===== config.mk =====
export PLATFORM = sky130hd
export DESIGN_NAME = uci_move_parser
export DESIGN_NICKNAME = d
export VERILOG_FILES = /design/src/rtl/uci_move_pkg.sv /design/src/rtl/uci_move_parser.sv
export SDC_FILE = /design/constraint.sdc
export NUM_CORES = 1
export LEC_CHECK = 0
export ABC_AREA = 1
export CAP_MARGIN = 20
export CORE_MARGIN = 1.5
export CORE_UTILIZATION = 56
export CTS_CLUSTER_DIAMETER = 50
export DETAILED_ROUTE_END_ITERATION = 8
export GPL_TIMING_DRIVEN = 1
export HOLD_SLACK_MARGIN = 0.05
export PLACE_DENSITY = 0.85
export SYNTH_ARGS = -nofsm -noshare
export SYNTH_HDL_FRONTEND = slang
export SYNTH_SLANG_ARGS = --single-unit

===== constraint.sdc =====
create_clock -name clk_in -period 2.76 [get_ports clk_in]
set_clock_uncertainty 0.2 [all_clocks]
set_input_delay 0.828 -clock clk_in [delete_from_list [all_inputs] [get_ports clk_in]]
set_output_delay 0.828 -clock clk_in [all_outputs]
set_load 0.01 [all_outputs]

===== src/rtl/uci_move_pkg.sv =====
// Shared move record passed from uci_move_parser to move_executor.
package uci_move_pkg;

    typedef enum logic [2:0] {
        SPECIAL_UNKNOWN        = 3'd0,
        SPECIAL_PROMOTE_KNIGHT = 3'd1,
        SPECIAL_PROMOTE_BISHOP = 3'd2,
        SPECIAL_PROMOTE_ROOK   = 3'd3,
        SPECIAL_PROMOTE_QUEEN  = 3'd4
    } special_e;

    // Square coordinate = rnk*8 + fil.
    typedef struct packed {
        logic [5:0] src;
        logic [5:0] dst;
        special_e   special;
    } move_t;

endpackage


===== src/rtl/uci_move_parser.sv =====
// Byte-serial long-algebraic move parser with a one-entry move register and valid/ready output.
// Optional feature macro UCI_UPPERCASE_EN: accept uppercase files and promotion letters.
module uci_move_parser
    import uci_move_pkg::*;
(
    input  logic       clk_in,
    input  logic       rst_in,
    input  logic [7:0] byte_in,
    input  logic       byte_valid_in,
    output logic       byte_ready_out,
    output move_t      move_out,
    output logic       valid_out,
    input  logic       ready_in,
    output logic       error_out
);

    typedef enum logic [2:0] {
        StSrcFil,
        StSrcRnk,
        StDstFil,
        StDstRnk,
        StPromo,
        StEnd,
        StDrop,
        StEmit
    } state_e;

    state_e     r_state;
    logic [2:0] r_src_fil;
    logic [2:0] r_src_rnk;
    logic [2:0] r_dst_fil;
    logic [2:0] r_dst_rnk;
    special_e   r_special;
    move_t      r_move;
    logic       r_valid;
    logic       r_error;

    logic [7:0] w_lc;
    logic [2:0] w_idx;
    logic       w_is_file;
    logic       w_is_rank;
    logic       w_is_term;
    logic       w_is_promo;
    special_e   w_promo_special;

`ifdef UCI_UPPERCASE_EN
    // Fold 'A'..'Z' onto lowercase so one set of decoders serves both cases.
    assign w_lc = (byte_in >= 8'h41 && byte_in <= 8'h5a) ? (byte_in | 8'h20) : byte_in;
`else
    assign w_lc = byte_in;
`endif

    // 'a'..'h' and '1'..'8' both start at a low nibble of 1, so one subtract covers both.
    assign w_idx     = byte_in[2:0] - 3'd1;
    assign w_is_file = (w_lc >= 8'h61) && (w_lc <= 8'h68);
    assign w_is_rank = (byte_in >= 8'h31) && (byte_in <= 8'h38);
    assign w_is_term = (byte_in == 8'h20) || (byte_in == 8'h0a) || (byte_in == 8'h0d);

    always_comb begin
        w_is_promo      = 1'b1;
        w_promo_special = SPECIAL_UNKNOWN;
        case (w_lc)
            8'h6e:   w_promo_special = SPECIAL_PROMOTE_KNIGHT;
            8'h62:   w_promo_special = SPECIAL_PROMOTE_BISHOP;
            8'h72:   w_promo_special = SPECIAL_PROMOTE_ROOK;
            8'h71:   w_promo_special = SPECIAL_PROMOTE_QUEEN;
            default: w_is_promo      = 1'b0;
        endcase
    end

    always_ff @(posedge clk_in) begin
        if (rst_in) begin
            r_state   <= StSrcFil;
            r_src_fil <= 3'd0;
            r_src_rnk <= 3'd0;
            r_dst_fil <= 3'd0;
            r_dst_rnk <= 3'd0;
            r_special <= SPECIAL_UNKNOWN;
            r_move    <= '0;
            r_valid   <= 1'b0;
            r_error   <= 1'b0;
        end else begin
            r_error <= 1'b0;
            if (r_state == StEmit) begin
                if (ready_in) begin
                    r_state <= StSrcFil;
                    r_valid <= 1'b0;
                end
            end else if (byte_valid_in) begin
                unique case (r_state)
                    StSrcFil: begin
                        if (w_is_file) begin
                            r_src_fil <= w_idx;
                            r_state   <= StSrcRnk;
                        end else if (!w_is_term) begin
                            r_error <= 1'b1;
                            r_state <= StDrop;
                        end
                    end
                    StSrcRnk: begin
                        if (w_is_rank) begin
                            r_src_rnk <= w_idx;
                            r_state   <= StDstFil;
                        end else begin
                            r_error <= 1'b1;
                            r_state <= w_is_term ? StSrcFil : StDrop;
                        end
                    end
                    StDstFil: begin
                        if (w_is_file) begin
                            r_dst_fil <= w_idx;
                            r_state   <= StDstRnk;
                        end else begin
                            r_error <= 1'b1;
                            r_state <= w_is_term ? StSrcFil : StDrop;
                        end
                    end
                    StDstRnk: begin
                        if (w_is_rank) begin
                            r_dst_rnk <= w_idx;
                            r_state   <= StPromo;
                        end else begin
                            r_error <= 1'b1;
                            r_state <= w_is_term ? StSrcFil : StDrop;
                        end
                    end
                    StPromo: begin
                        if (w_is_term) begin
                            r_move.src     <= {r_src_rnk, r_src_fil};
                            r_move.dst     <= {r_dst_rnk, r_dst_fil};
                            r_move.special <= SPECIAL_UNKNOWN;
                            r_valid        <= 1'b1;
                            r_state        <= StEmit;
                        end else if (w_is_promo) begin
                            r_special <= w_promo_special;
                            r_state   <= StEnd;
                        end else begin
                            r_error <= 1'b1;
                            r_state <= StDrop;
                        end
                    end
                    StEnd: begin
                        if (w_is_term) begin
                            r_move.src     <= {r_src_rnk, r_src_fil};
                            r_move.dst     <= {r_dst_rnk, r_dst_fil};
                            r_move.special <= r_special;
                            r_valid        <= 1'b1;
                            r_state        <= StEmit;
                        end else begin
                            r_error <= 1'b1;
                            r_state <= StDrop;
                        end
                    end
                    StDrop: begin
                        if (w_is_term) begin
                            r_state <= StSrcFil;
                        end
                    end
                    StEmit: begin
                    end
                endcase
            end
        end
    end

    assign byte_ready_out = (r_state != StEmit);
    assign move_out       = r_move;
    assign valid_out      = r_valid;
    assign error_out      = r_error;

endmodule

==> flow_metrics.py <==
metrics = {
    "sta": {
        "setup_viol": 0,
        "period_needed_ps": 2640,
        "maxSlewViolCount": 0,
        "slew_headroom": 0.733,
        "rsz0062_at_grt": "false",
        "max_freq_mhz": 379,
        "tightest_slew_ps": 399,
        "timing.final.crit_share": 0.956,
        "hold_viol_final": 0,
    },
    "finish": {
        "instances_no_fill": 335,
        "drive_gt1_frac": 0.179,
        "final_util": 0.755,
        "area_growth_pct": 27.9,
        "layout.nets": 306,
        "num_antenna_cells": 0,
    },
    "logic_synthesis": {
        "synth_top_area_frac": 0.389,
        "seq_area_frac_synth": 0.389,
        "synthTopCellsByArea": "dfxtp_1 (39%), o21ai_0 (8.9%), a21oi_1 (7.2%)",
        "yosysTopAreaCell": "dfxtp_1",
        "synth_nets": 261,
        "ys_ff_latch": 35,
        "synth_area_um2": 1800,
        "avgSynthCellArea_um2": 7.33,
        "synthDistinctLibCells": 30,
        "yosysWarnings": 0,
        "syn-instance-count": 246,
    },
    "setup_path": {
        "worst_setup_path_end_kind": "primary output",
        "startpoint_type": "flip-flop",
        "criticalPathCategory": "reg2out",
        "r2r_slack_ps": 1060,
        "cp_data_required_time_ps": 1730,
        "cp.arrival_ps": 1610,
        "worstPathMaxFanout": 6,
    },
    "min_path": {
        "hold_class": "reg2reg",
    },
    "power": {
        "p_seq_frac": 0.548,
        "ir_worst_vdd_v": 0.000397,
        "internal_power_mw": 0.690,
        "cellPowerDensity_nw_per_um2": 411,
        "clkPwrFrac": 0.300,
        "comb_power_share": 0.152,
        "leakage_nw": 0.978,
        "total_switching_power_mw": 0.258,
        "sw_frac_of_total": 0.272,
    },
    "route": {
        "wl_per_cell_um": 12.4,
        "dr.pass1.iters": 4,
        "drt_iter0_markers": 119,
        "viasPerCell": 5.37,
        "drt-total-wl_um": 4160,
        "drc": 0,
        "postRouteAntennaNets": 0,
        "vias": 1799,
    },
    "global_routing": {
        "track_usage": 0.252,
        "grt_pass1_vias": 1551,
        "antenna_found_initial": 0,
        "gr-total-overflow": 0,
        "grt_pass1_wl_um": 6790,
        "grt_max_degree": 27,
    },
    "die": {
        "die_x_um": 59.7,
        "dieArea_um2": 3570,
        "start_util": 0.591,
        "io_pins": 30,
        "rows": 20,
        "dieHeight_um": 59.7,
        "coreArea_um2": 3050,
    },
    "clocking": {
        "clockBufferDepth": 2,
        "post-cts-setup-buffers": 0,
        "cts_buffers": 5,
        "root_buffer": "clkbuf_4",
        "clk_pin_slew_worst_paths_ps": 100,
        "htreeDepth": 2,
        "clk_latency_ps": 340,
        "clock_sinks": 35,
        "cts_tree": "done",
    },
    "placement": {
        "port_buffers": 29,
        "dp.cells": 328,
        "routabilityCongestion": 0.897,
        "hpwl_um": 3180,
    },
    "run": {
        "cap_violations": 0,
    },
    "outcome": {
        "status": "complete, no violations",
    },
}
per-stage QoR:
stage | setup TNS [ps] | hold WS, ps | cell area [µm²] | worst slack [ps] | power, mW
4_1_cts | 0 | 263 | 2300 | 58.6 | 0.943
2_1_floorplan | 0 | 230 | 1800 | 562 | 0.616
3_3_place_gp | -1280 | 240 | 2250 | -80.1 | 0.671
3_5_place_dp | -3040 | 249 | 2250 | -123 | 0.673
6_report | 0 | 262 | 2310 | 121 | 0.947
5_1_grt | 0 | 271 | 2310 | 21.1 | 0.984
cells by family after synthesis:
kind of cell / count (synthesis) / share of synthesized area
compound gates: 67 / 0.203
xor+xnor: 1 / 0.00486
flops: 35 / 0.389
buf+inv: 41 / 0.0944
simple gates: 99 / 0.288
fa+ha+maj: 3 / 0.0208
final cells by class:
class / count / area [µm²]
Clock buffer: 6 / 51.3
Clock inverter: 1 / 5.00
Fill cell: 249 / 747
Inverter: 35 / 133
Multi-Input combinational cell: 170 / 932
Sequential cell: 35 / 702
Tap cell: 44 / 55.1
Timing Repair Buffer: 44 / 428
metal layers:
metal,up-vias,part of all wire,track usage
met5,-,0,0
met4,0,0.014,0.102
met3,6,0.057,0.0519
met2,61,0.46,0.388
met1,819,0.47,0.342
li1,913,-,-
what timing repair did:
item	CTS	global route
endpoints found under the setup margin	0	1
gates resized for setup	0	1
hold buffers	0	0
path summary, 6_finish.rpt:
kind                      from              to  depth (start not counted)
setup / recovery    r_state[0]  byte_ready_out                          4
hold / removal    r_dst_rnk[1]    r_dst_rnk[1]                          2
setup reg to reg    r_state[1]    r_dst_fil[1]                          6
hold reg to reg   r_dst_rnk[1]    r_dst_rnk[1]                          2
synth_stat cells:
cell	count
dfxtp_1	35
o21ai_0	32
nand2_1	30
inv_1	29
a21oi_1	26
nor2_1	24
nand3_1	19
nand4_1	6
nor2_2	6
inv_2	5
clkbuf_1	3
ha_1	3
nand3_2	3
nor3_2	3
a211oi_2	2
a21oi_2	2
buf_4	2
nand2_2	2
nor3_4	2
o21ai_1	2
a22oi_1	1
buf_6	1
clkinv_2	1
nand2_4	1
nand3_4	1
nand3b_1	1
nor3_1	1
o211ai_1	1
o21ai_2	1
xnor2_1	1
worst max-delay path, cell delays in order (launching register included):
cell and delay (ps):
dfxtp_1 470, inv_2 100, nor2_1 140, inv_2 80, clkdlybuf4s50_1 480
power groups by stage:
stage	combinational, mW	clock, mW	sequential [mW]
after floorplan	0.0858	0	0.530
after global placement	0.141	0	0.530
after detailed placement	0.143	0	0.530
after CTS	0.144	0.281	0.518
after global routing	0.161	0.302	0.520
final	0.144	0.284	0.519
cell usage in the layout, fill, tap and decap left out, drive strengths merged:
cell type,instances
xnor2,1
dfxtp,35
clkinv,2
nor2,30
nand3b,1
nor3,6
o21ai,35
a21oi,28
nand2,33
nand4,6
a211oi,2
ha,3
a22oi,1
clkbuf,6
clkdlybuf4s50,29
o211ai,1
buf,15
inv,34
nand3,23
flip-flops by register name, summed over array words and instances, names as in the netlist:
name,flops
move_out,15
r_dst_fil,3
r_dst_rnk,3
r_special,3
r_src_fil,3
r_src_rnk,3
r_state,3
error_out,1
valid_out,1
No activity file was read; power rests on OpenSTA's default activity.
